**config.mk**
```make
export PLATFORM = sky130hd
export DESIGN_NAME = ex_mem_pipe_stage
export DESIGN_NICKNAME = d
export VERILOG_FILES = /design/src/rtl/ex_mem_pipe_stage_pkg.sv /design/src/rtl/pipe_skid_buf.sv /design/src/rtl/ex_mem_pipe_stage.sv
export SDC_FILE = /design/constraint.sdc
export NUM_CORES = 1
export LEC_CHECK = 0
export BUFFER_PORTS_ARGS = -buffer_cell sky130_fd_sc_hd__clkbuf_2
export CAP_MARGIN = 20
export CORE_MARGIN = 2
export CORE_UTILIZATION = 53
export CTS_CLUSTER_SIZE = 12
export DETAILED_ROUTE_END_ITERATION = 6
export PLACE_DENSITY = 0.8
export SLEW_MARGIN = 20
export SYNTH_ARGS = -nofsm -noshare
export SYNTH_HDL_FRONTEND = slang
export SYNTH_HIERARCHICAL = 1
export SYNTH_SLANG_ARGS = --single-unit
```
**constraint.sdc**
```tcl
create_clock -name clk -period 1.8 [get_ports clk]
set_input_delay 0.27 -clock clk [delete_from_list [all_inputs] [get_ports clk]]
set_output_delay 0.27 -clock clk [all_outputs]
set_load 0.1 [all_outputs]
```
**src/rtl/ex_mem_pipe_stage_pkg.sv**
```systemverilog
// Shared EX/MEM pipeline types: control bundle, payload layout and the
// occupancy states used by the pipeline buffers.
package ex_mem_pipe_stage_pkg;

   localparam int XLEN_DEF    = 32;
   localparam int RADDR_W_DEF = 5;
   localparam int CTRL_W      = 4;

   typedef struct packed {
      logic memtoreg;
      logic regwrite;
      logic memwrite;
      logic memread;
   } ex_mem_ctrl_t;

   // Control sits in the MSBs so a buffer can clear it by position on flush.
   typedef struct packed {
      ex_mem_ctrl_t             ctrl;
      logic [XLEN_DEF-1:0]      alu_result;
      logic [XLEN_DEF-1:0]      mem_wdata;
      logic [RADDR_W_DEF-1:0]   rd_addr;
   } ex_mem_payload_t;

   typedef enum logic [1:0] {
      ST_EMPTY = 2'd0,
      ST_ONE   = 2'd1,
      ST_TWO   = 2'd2
   } skid_state_e;

   function automatic ex_mem_ctrl_t gate_ctrl(input logic valid, input ex_mem_ctrl_t c);
      return valid ? c : '0;
   endfunction

endpackage

```
**src/rtl/pipe_skid_buf.sv**
```systemverilog
// Generic valid/ready pipeline register with flush. SKID=1 gives a two-entry
// buffer whose in_ready is purely registered; SKID=0 is a single entry.
module pipe_skid_buf
   import ex_mem_pipe_stage_pkg::*;
#(
   parameter int WIDTH = 32,
   parameter int CLR_W = 1,
   parameter int SKID  = 1
) (
   input  logic             clk,
   input  logic             rst,
   input  logic             flush,
   input  logic             in_valid,
   output logic             in_ready,
   input  logic [WIDTH-1:0] in_data,
   output logic             out_valid,
   input  logic             out_ready,
   output logic [WIDTH-1:0] out_data
);

   // Flush zeroes the top CLR_W bits of every stored entry and keeps the rest.
   localparam logic [WIDTH-1:0] KEEP_MASK = {{CLR_W{1'b0}}, {(WIDTH-CLR_W){1'b1}}};

   logic             main_valid_q;
   logic [WIDTH-1:0] main_data_q;
   logic             in_xfer;
   logic             out_xfer;

   assign in_xfer   = in_valid & in_ready;
   assign out_xfer  = main_valid_q & out_ready;
   assign out_valid = main_valid_q;
   assign out_data  = main_data_q;

   generate
      if (SKID != 0) begin : g_skid
         skid_state_e      state_q;
         logic             skid_valid_q;
         logic [WIDTH-1:0] skid_data_q;

         assign in_ready = ~skid_valid_q;

         // NOTE: state updates use non-blocking assignments so every register
         // samples the pre-edge values, independent of statement order.
         always_ff @(posedge clk) begin
            if (rst) begin
               state_q      <= ST_EMPTY;
               main_valid_q <= 1'b0;
               skid_valid_q <= 1'b0;
               // NOTE: data registers are reset too, so the stage powers up
               // with all-zero outputs rather than X payloads.
               main_data_q  <= '0;
               skid_data_q  <= '0;
            end else if (flush) begin
               state_q      <= ST_EMPTY;
               main_valid_q <= 1'b0;
               skid_valid_q <= 1'b0;
               main_data_q  <= main_data_q & KEEP_MASK;
               skid_data_q  <= skid_data_q & KEEP_MASK;
            end else begin
               case (state_q)
                  ST_EMPTY: begin
                     if (in_xfer) begin
                        main_data_q  <= in_data;
                        main_valid_q <= 1'b1;
                        state_q      <= ST_ONE;
                     end
                  end
                  ST_ONE: begin
                     if (in_xfer && out_xfer) begin
                        main_data_q <= in_data;
                     end else if (out_xfer) begin
                        main_valid_q <= 1'b0;
                        state_q      <= ST_EMPTY;
                     end else if (in_xfer) begin
                        skid_data_q  <= in_data;
                        skid_valid_q <= 1'b1;
                        state_q      <= ST_TWO;
                     end
                  end
                  ST_TWO: begin
                     if (out_xfer) begin
                        main_data_q  <= skid_data_q;
                        skid_valid_q <= 1'b0;
                        state_q      <= ST_ONE;
                     end
                  end
                  default: begin
                     state_q      <= ST_EMPTY;
                     main_valid_q <= 1'b0;
                     skid_valid_q <= 1'b0;
                  end
               endcase
            end
         end
      end else begin : g_single
         assign in_ready = ~main_valid_q | out_ready;

         always_ff @(posedge clk) begin
            if (rst) begin
               main_valid_q <= 1'b0;
               main_data_q  <= '0;
            end else if (flush) begin
               main_valid_q <= 1'b0;
               main_data_q  <= main_data_q & KEEP_MASK;
            end else if (in_xfer) begin
               main_valid_q <= 1'b1;
               main_data_q  <= in_data;
            end else if (out_xfer) begin
               main_valid_q <= 1'b0;
            end
         end
      end
   endgenerate

endmodule

```
**src/rtl/ex_mem_pipe_stage.sv**
```systemverilog
// EX->MEM pipeline stage: packs the EX bundle into a flushable skid buffer and
// exposes the MEM-side fields plus a forwarding tap for the EX bypass mux.
module ex_mem_pipe_stage
   import ex_mem_pipe_stage_pkg::*;
#(
   parameter int XLEN    = XLEN_DEF,
   parameter int RADDR_W = RADDR_W_DEF,
   parameter int SKID    = 1
) (
   input  logic               clk,
   input  logic               rst,
   input  logic               flush,
   input  logic               in_valid,
   output logic               in_ready,
   input  logic               memtoreg_ex,
   input  logic               regwrite_ex,
   input  logic               memwrite_ex,
   input  logic               memread_ex,
   input  logic [XLEN-1:0]    alu_result_ex,
   input  logic [XLEN-1:0]    mem_wdata_ex,
   input  logic [RADDR_W-1:0] rd_addr_ex,
   output logic               out_valid,
   input  logic               out_ready,
   output logic               memtoreg_mem,
   output logic               regwrite_mem,
   output logic               memwrite_mem,
   output logic               memread_mem,
   output logic [XLEN-1:0]    alu_result_mem,
   output logic [XLEN-1:0]    mem_wdata_mem,
   output logic [RADDR_W-1:0] rd_addr_mem,
   output logic               fwd_en,
   output logic [RADDR_W-1:0] fwd_rd,
   output logic [XLEN-1:0]    fwd_data
);

   // Same layout as ex_mem_payload_t, sized by this instance's parameters.
   typedef struct packed {
      ex_mem_ctrl_t       ctrl;
      logic [XLEN-1:0]    alu_result;
      logic [XLEN-1:0]    mem_wdata;
      logic [RADDR_W-1:0] rd_addr;
   } stage_payload_t;

   localparam int PAY_W = $bits(stage_payload_t);

   stage_payload_t pay_in;
   stage_payload_t pay_out;
   logic [PAY_W-1:0] pay_out_raw;
   ex_mem_ctrl_t   ctrl_vis;

   always_comb begin
      pay_in               = '0;
      pay_in.ctrl.memtoreg = memtoreg_ex;
      pay_in.ctrl.regwrite = regwrite_ex;
      pay_in.ctrl.memwrite = memwrite_ex;
      pay_in.ctrl.memread  = memread_ex;
      pay_in.alu_result    = alu_result_ex;
      pay_in.mem_wdata     = mem_wdata_ex;
      pay_in.rd_addr       = rd_addr_ex;
   end

   pipe_skid_buf #(
      .WIDTH (PAY_W),
      .CLR_W (CTRL_W),
      .SKID  (SKID)
   ) u_buf (
      .clk       (clk),
      .rst       (rst),
      .flush     (flush),
      .in_valid  (in_valid),
      .in_ready  (in_ready),
      .in_data   (pay_in),
      .out_valid (out_valid),
      .out_ready (out_ready),
      .out_data  (pay_out_raw)
   );

   assign pay_out = stage_payload_t'(pay_out_raw);

   // A drained entry keeps its stored control bits, so gate them with valid.
   assign ctrl_vis       = gate_ctrl(out_valid, pay_out.ctrl);
   assign memtoreg_mem   = ctrl_vis.memtoreg;
   assign regwrite_mem   = ctrl_vis.regwrite;
   assign memwrite_mem   = ctrl_vis.memwrite;
   assign memread_mem    = ctrl_vis.memread;
   assign alu_result_mem = pay_out.alu_result;
   assign mem_wdata_mem  = pay_out.mem_wdata;
   assign rd_addr_mem    = pay_out.rd_addr;

   // Loads are excluded: their result is only known after the memory access.
   assign fwd_en   = out_valid & regwrite_mem & ~memread_mem & (rd_addr_mem != '0);
   assign fwd_rd   = rd_addr_mem;
   assign fwd_data = alu_result_mem;

endmodule

```
==> results of run 1 <==
[worst min-delay path: cells and delay by family]
family	cells	cell delay [ps]
compound gates	1	50
buf+inv	1	90
simple gates	1	60
[kinds of logic (layout without fill, tap and decap cells)]
family	Yosys count	count (layout)	synth area share [%]
AO/OA/AOI/OAI	305	305	30.49
buffers and inverters	154	252	10.82
flip-flops	150	150	40.95
AND/OR/NAND/NOR	89	89	7.780
multiplexers	73	73	9.964
other	0	1	0
[power by group]
part / total (mW) / internal, mW / switching, mW
clock network: 3.26 / 1.99 / 1.28
registers: 3.57 / 3.46 / 0.111
logic: 2.37 / 0.468 / 1.90
[cell usage in the layout (no fill, tap or decap), types with 3 or more instances in the layout]
cell / n
clkbuf_2: 188
dfxtp_1: 144
a21oi_1: 76
mux2i_1: 73
a221oi_1: 70
nand4_1: 69
o31ai_1: 69
a211oi_1: 67
clkbuf_16: 17
buf_12: 16
buf_4: 12
a211oi_2: 10
dfxtp_4: 6
clkbuf_1: 5
nand3_1: 5
o21ai_0: 5
inv_1: 4
clkinv_2: 4
and2_1: 3
clkbuf_8: 3
[registers in the layout, indices dropped and copies added (netlist names)]
register,count
u_buf/out_data,73
u_buf/g_skid.skid_data_q,73
u_buf/out_valid,1
u_buf/g_skid.state_q,2
u_buf/g_skid.skid_valid_q,1
[metal layers]
layer | routed length, um | track usage, % | vias to the layer above
li1 | - | - | 3198
met1 | 8656 | 36.60 | 3314
met2 | 9787 | 43.15 | 309
met3 | 1298 | 4.635 | 43
met4 | 586 | 12.64 | 0
met5 | 0 | 0 | -
[worst min path at each step]
stage	start	slack [ps]	endpoint	cells after the start
after floorplan	out_ready	380	u_buf/g_skid.state_q[1]	1
after global placement	u_buf/g_skid.skid_data_q[64]	450	u_buf/g_skid.skid_data_q[64]	2
after detailed placement	u_buf/g_skid.skid_data_q[12]	460	u_buf/g_skid.skid_data_q[12]	2
after CTS	memtoreg_ex	90	u_buf/g_skid.skid_data_q[72]	3
after global routing	alu_result_ex[0]	100	u_buf/g_skid.skid_data_q[37]	3
final	mem_wdata_ex[19]	100	u_buf/g_skid.skid_data_q[24]	3
[stage by stage]
step                      std cells  setup WS (ps)  hold WS, ps  instance area, sq um  util, %
after floorplan                 771          4.143        378.5                  7375        -
after CTS                      1045          80.86        88.11                  8752    65.31
after detailed placement       1015          99.13        459.0                  8217    61.32
after global routing           1046          17.48        97.33                  8758    65.36
after global placement         1015          186.0        452.6                  8217    61.32
final                          1046          100.7        96.52                  8758    65.36
[final cells by class]
class | instances | area, sq um | area share (%)
Antenna cell | 1 | 2.502 | 0.02857
Inverter | 5 | 21.27 | 0.2429
Multi-Input combinational cell | 467 | 3591 | 41.00
Clock buffer | 25 | 485.5 | 5.543
Timing Repair Buffer | 217 | 1363 | 15.56
Sequential cell | 150 | 3025 | 34.54
Tap cell | 176 | 220.2 | 2.514
Clock inverter | 5 | 50.05 | 0.5714
[timing repair]
action	in CTS	in global routing
gates resized for setup	0	1
endpoints found under the setup margin	0	3
hold endpoints to repair	0	0
==> qor.txt, run 1 <==
Status: finished clean
Clk root buf: clkbuf_16
Clock Path Buffers: 2
Critical Path End: regwrite_mem
Yosys warning count: 6
CP Depth: 3
DIE HEIGHT: 121.6 um
Post-Syn Area: 7333 sq um
Critical Path Max Stage Delay: 440 ps
Worst hold path type: in -> reg
Via density per instance: 6.562
Synth Net Count: 849
DR WL/cell: 19.43 um
CTS tree: yes
Max Cap Viol: 0
DR iter-0 viols: 730
Hold_buf cts: 0
Antenna violations before repair: 1
Clk_lat worst skew: 420 ps
Post-synth ARST share: 0%
Flops & latches, synth: 150
CTS Sinks: 150
DR pass1 iterations: 5
Initial Util: 54.72%
Pin count of the biggest net entering global routing: 139
CP delay by family, top: buffers and inverters
Final hold viol count: 0
Yosys cell types: 36
Post-synth EDFFs: 0
Sum of negative setup slack: 0 ps
Startpoint type of the worst setup path: flop
Endpoints failing setup: 0
Sequential share of the synthesized area: 40.95%
Synth area leader: dfxtp_1
Final period util: 94.41%
First-pass GRT wire length: 32.33 mm
Drt total wl: 20.33 mm
Tmin final: 1699 ps
WP buf/inv: 2
Reg-to-reg slack, setup: 120 ps
Worst R2R Start: u_buf/out_valid
Max Slew Vio Count: 0
Full die area: 14,790 sq um
Post-route DRC violation count: 0
Lkg Pwr: 3.732 nW
TritonCTS Buffers: 17
Final ANT Viol Nets: 0
Total track usage: 27.31%
R2R cell count: 4
H-tree level count: 4
Via Count: 6,864
Top post-synthesis cells by area: dfxtp_1, mux2i_1, a221oi_1
Reg2Reg Capture Point: u_buf/out_data[49]
Vias in the first global route: 6,212
Port bufs: 190
# rows: 42
Post-synthesis cell count: 771
Placer Congestion: 0.8944
Crit path launch: u_buf/out_valid
Worst Tran Pin Value: 721.2 ps
Mean post-synth cell area: 9.511 sq um
Worst setup path category: reg -> out
Unrepaired setup endpoints after global routing: no
Max Freq: 0.5885 GHz
Top cells by count, synth: dfxtp_1, a21oi_1, mux2i_1
Critical path arrival: 1430 ps
# fillers: 1,115
Peak VDD IR: 0.7011 mV
Dpl hpwl: 12.15 mm
Dominant cell by count in the synthesized netlist: dfxtp_1
Critical path required time: 1530 ps
Crit path max fanout: 12
Die X: 121.6 um
Synth top area share: 40.95%
Pwr/cell area: 1051 nW/um^2
Core area: 13,400 sq um
Primary FF master, synth: dfxtp_1
CP cell instances: nand2_2 > inv_1 > clkbuf_2
Worst slew margin: 51.92%
Nets: 936
Post-CTS Setup Bufs: 0
Area growth, synth to finish: 19.43%
Worst setup EP type: output pin
Max stage delay cell, worst path: clkbuf_2
Gr ovfl total: 0
Clock Pin Slew Worst Setup and Hold Paths: 60 ps
Skew final: 7.303 ps
Design Power: 9.203 mW
I/O pin count: 191
Share of cells above drive strength 1: 31.42%
(Power assumes the default switching activity.)
==> run 2: changes to the inputs <==
--- a/config.mk
+++ b/config.mk
@@ -7,7 +7,6 @@
 export LEC_CHECK = 0
 export BUFFER_PORTS_ARGS = -buffer_cell sky130_fd_sc_hd__clkbuf_2
 export CAP_MARGIN = 20
-export CORE_MARGIN = 2
 export CORE_UTILIZATION = 53
 export CTS_CLUSTER_SIZE = 12
 export DETAILED_ROUTE_END_ITERATION = 6
==> qor.txt, run 2 (synthesis results as in run 1) <==
Status: finished clean
Register share of total power: 37.8%
DR iter-0 viols: 803
Tmin final: 1722 ps
Placer Congestion: 0.8168
Worst setup path category: reg -> out
Fraction of power spent switching nets: 35.58%
Core area: 13,350 sq um
Worst hold path type: in -> reg
Post-route DRC violation count: 0
Post-cts resize count: 0
Max Slew Vio Count: 0
Worst Hold Slack: 90.16 ps
DR WL/cell: 19.04 um
Dpl ws: 66.26 ps
Comb pwr share: 25.2%
Reg2Reg Capture Point: u_buf/out_data[28]
First-pass GRT wire length: 32.54 mm
Antenna violations before repair: 1
Pwr/cell area: 1073 nW/um^2
Via density per instance: 6.425
Worst setup EP type: output pin
Area growth, synth to finish: 19.86%
H-tree level count: 4
Clock Path Buffers: 2
Clk pwr share: 37.0%
Final period util: 95.66%
PnR worst setup slack: 78.11 ps
CTS tree: yes
P_sw: 3.356 mW
Most common cell after layout, fill and taps aside: clkbuf_2
Full die area: 14,310 sq um
Clock Pin Slew Worst Setup and Hold Paths: 60 ps
CTS Sinks: 150
Via Count: 6,753
Worst Tran Pin Value: 587.0 ps
Hold path startpoint: mem_wdata_ex[12]
# fillers: 1,102
TritonCTS Buffers: 17
Endpoints failing setup: 0
Critical path arrival: 1450 ps
Hold Path Cell Cnt: 3
Post-CTS Setup Bufs: 0
Max Cap Viol: 0
Pin count of the biggest net entering global routing: 71
Most frequent cells in the layout: clkbuf_2, dfxtp_1, a21oi_1, mux2i_1, a221oi_1
# rows: 42
Drt total wl: 20.01 mm
Peak VDD IR: 0.6504 mV
Nets: 939
Worst R2R Start: u_buf/out_valid
Internal Power: 6.077 mW
Lkg Pwr: 3.744 nW
Max Freq: 0.5808 GHz
Total track usage: 28.11%
DR pass1 iterations: 5
Final hold viol count: 0
Skew final: 7.204 ps
I/O pin count: 191
DIE HEIGHT: 119.6 um
Hold EP: u_buf/g_skid.skid_data_q[17]
Share of cells above drive strength 1: 32.04%
Clk root buf: clkbuf_16
Critical path required time: 1530 ps
Vias in the first global route: 6,254
Startpoint type of the worst setup path: flop
Gr ovfl total: 0
Reg-to-reg slack, setup: 130 ps
Design Power: 9.433 mW
R2R cell count: 4
Dpl hpwl: 11.84 mm
Final ANT Viol Nets: 0
Crit path max fanout: 12
Hold_buf cts: 0
Port bufs: 190
Clk_lat worst skew: 420 ps
Die X: 119.6 um
Worst slew margin: 61.03%
Initial Util: 54.94%
run 2: changes by cell type in the layout (fill, tap and decap cells not counted), sizes merged:
cell	change
clkinvlp	+2
buf	+3
clkbuf	-2
clkinv	+1
bufinv	+1
run 2: cell type report:
class | count | area, sq um | area share, %
well taps | 176 | 220.2 | 2.505
clock inverters | 9 | 100.1 | 1.139
multi-input cells | 467 | 3591 | 40.85
clock buffers | 23 | 478.0 | 5.438
repair buffers | 220 | 1351 | 15.37
flip-flops and latches | 150 | 3025 | 34.42
diodes | 1 | 2.502 | 0.02847
inverters | 5 | 21.27 | 0.2420
run 2: critical path, cell delays in order, from the launching register on:
cell	delay, ps
dfxtp_4	430
nand2_2	100
inv_1	60
clkbuf_2	440
run 2: worst max path at each step:
stage | cells past startpoint | slack, ps | startpoint | to
after floorplan | 2 | 4 | u_buf/out_data[2] | fwd_en
after global placement | 4 | 110 | u_buf/g_skid.state_q[1] | u_buf/out_data[37]
after detailed placement | 4 | 70 | u_buf/g_skid.state_q[1] | u_buf/out_data[49]
after CTS | 4 | 40 | u_buf/g_skid.state_q[1] | u_buf/out_data[38]
after global routing | 4 | -9 | u_buf/g_skid.state_q[1] | u_buf/out_data[64]
final | 3 | 80 | u_buf/out_valid | regwrite_mem
run 2: power by group through the flow:
stage          Combinational (mW)  Clock (mW)  Sequential (mW)
3_3_place_gp                 2.36           0             3.63
3_5_place_dp                 2.37           0             3.64
2_1_floorplan                1.16           0             4.44
6_report                     2.38        3.49             3.57
4_1_cts                      2.37        3.51             3.57
5_1_grt                      2.47        3.68             3.59
run 2: per-stage QoR:
stage          instances  cell area (sq um)  TNS (ps)  utilization, %
2_1_floorplan        771               7375         0               -
3_3_place_gp        1018               8202         0           61.45
3_5_place_dp        1018               8202         0           61.45
4_1_cts             1050               8780         0           65.78
5_1_grt             1051               8790    -9.128           65.85
6_report            1051               8790         0           65.85
run 2: layer usage:
layer | vias up | global-route usage, % | wire [um]
met4 | 0 | 11.41 | 409
met3 | 31 | 5.086 | 1132
li1 | 3209 | - | -
met1 | 3240 | 36.93 | 8631
met5 | - | 0 | 0
met2 | 273 | 45.48 | 9837
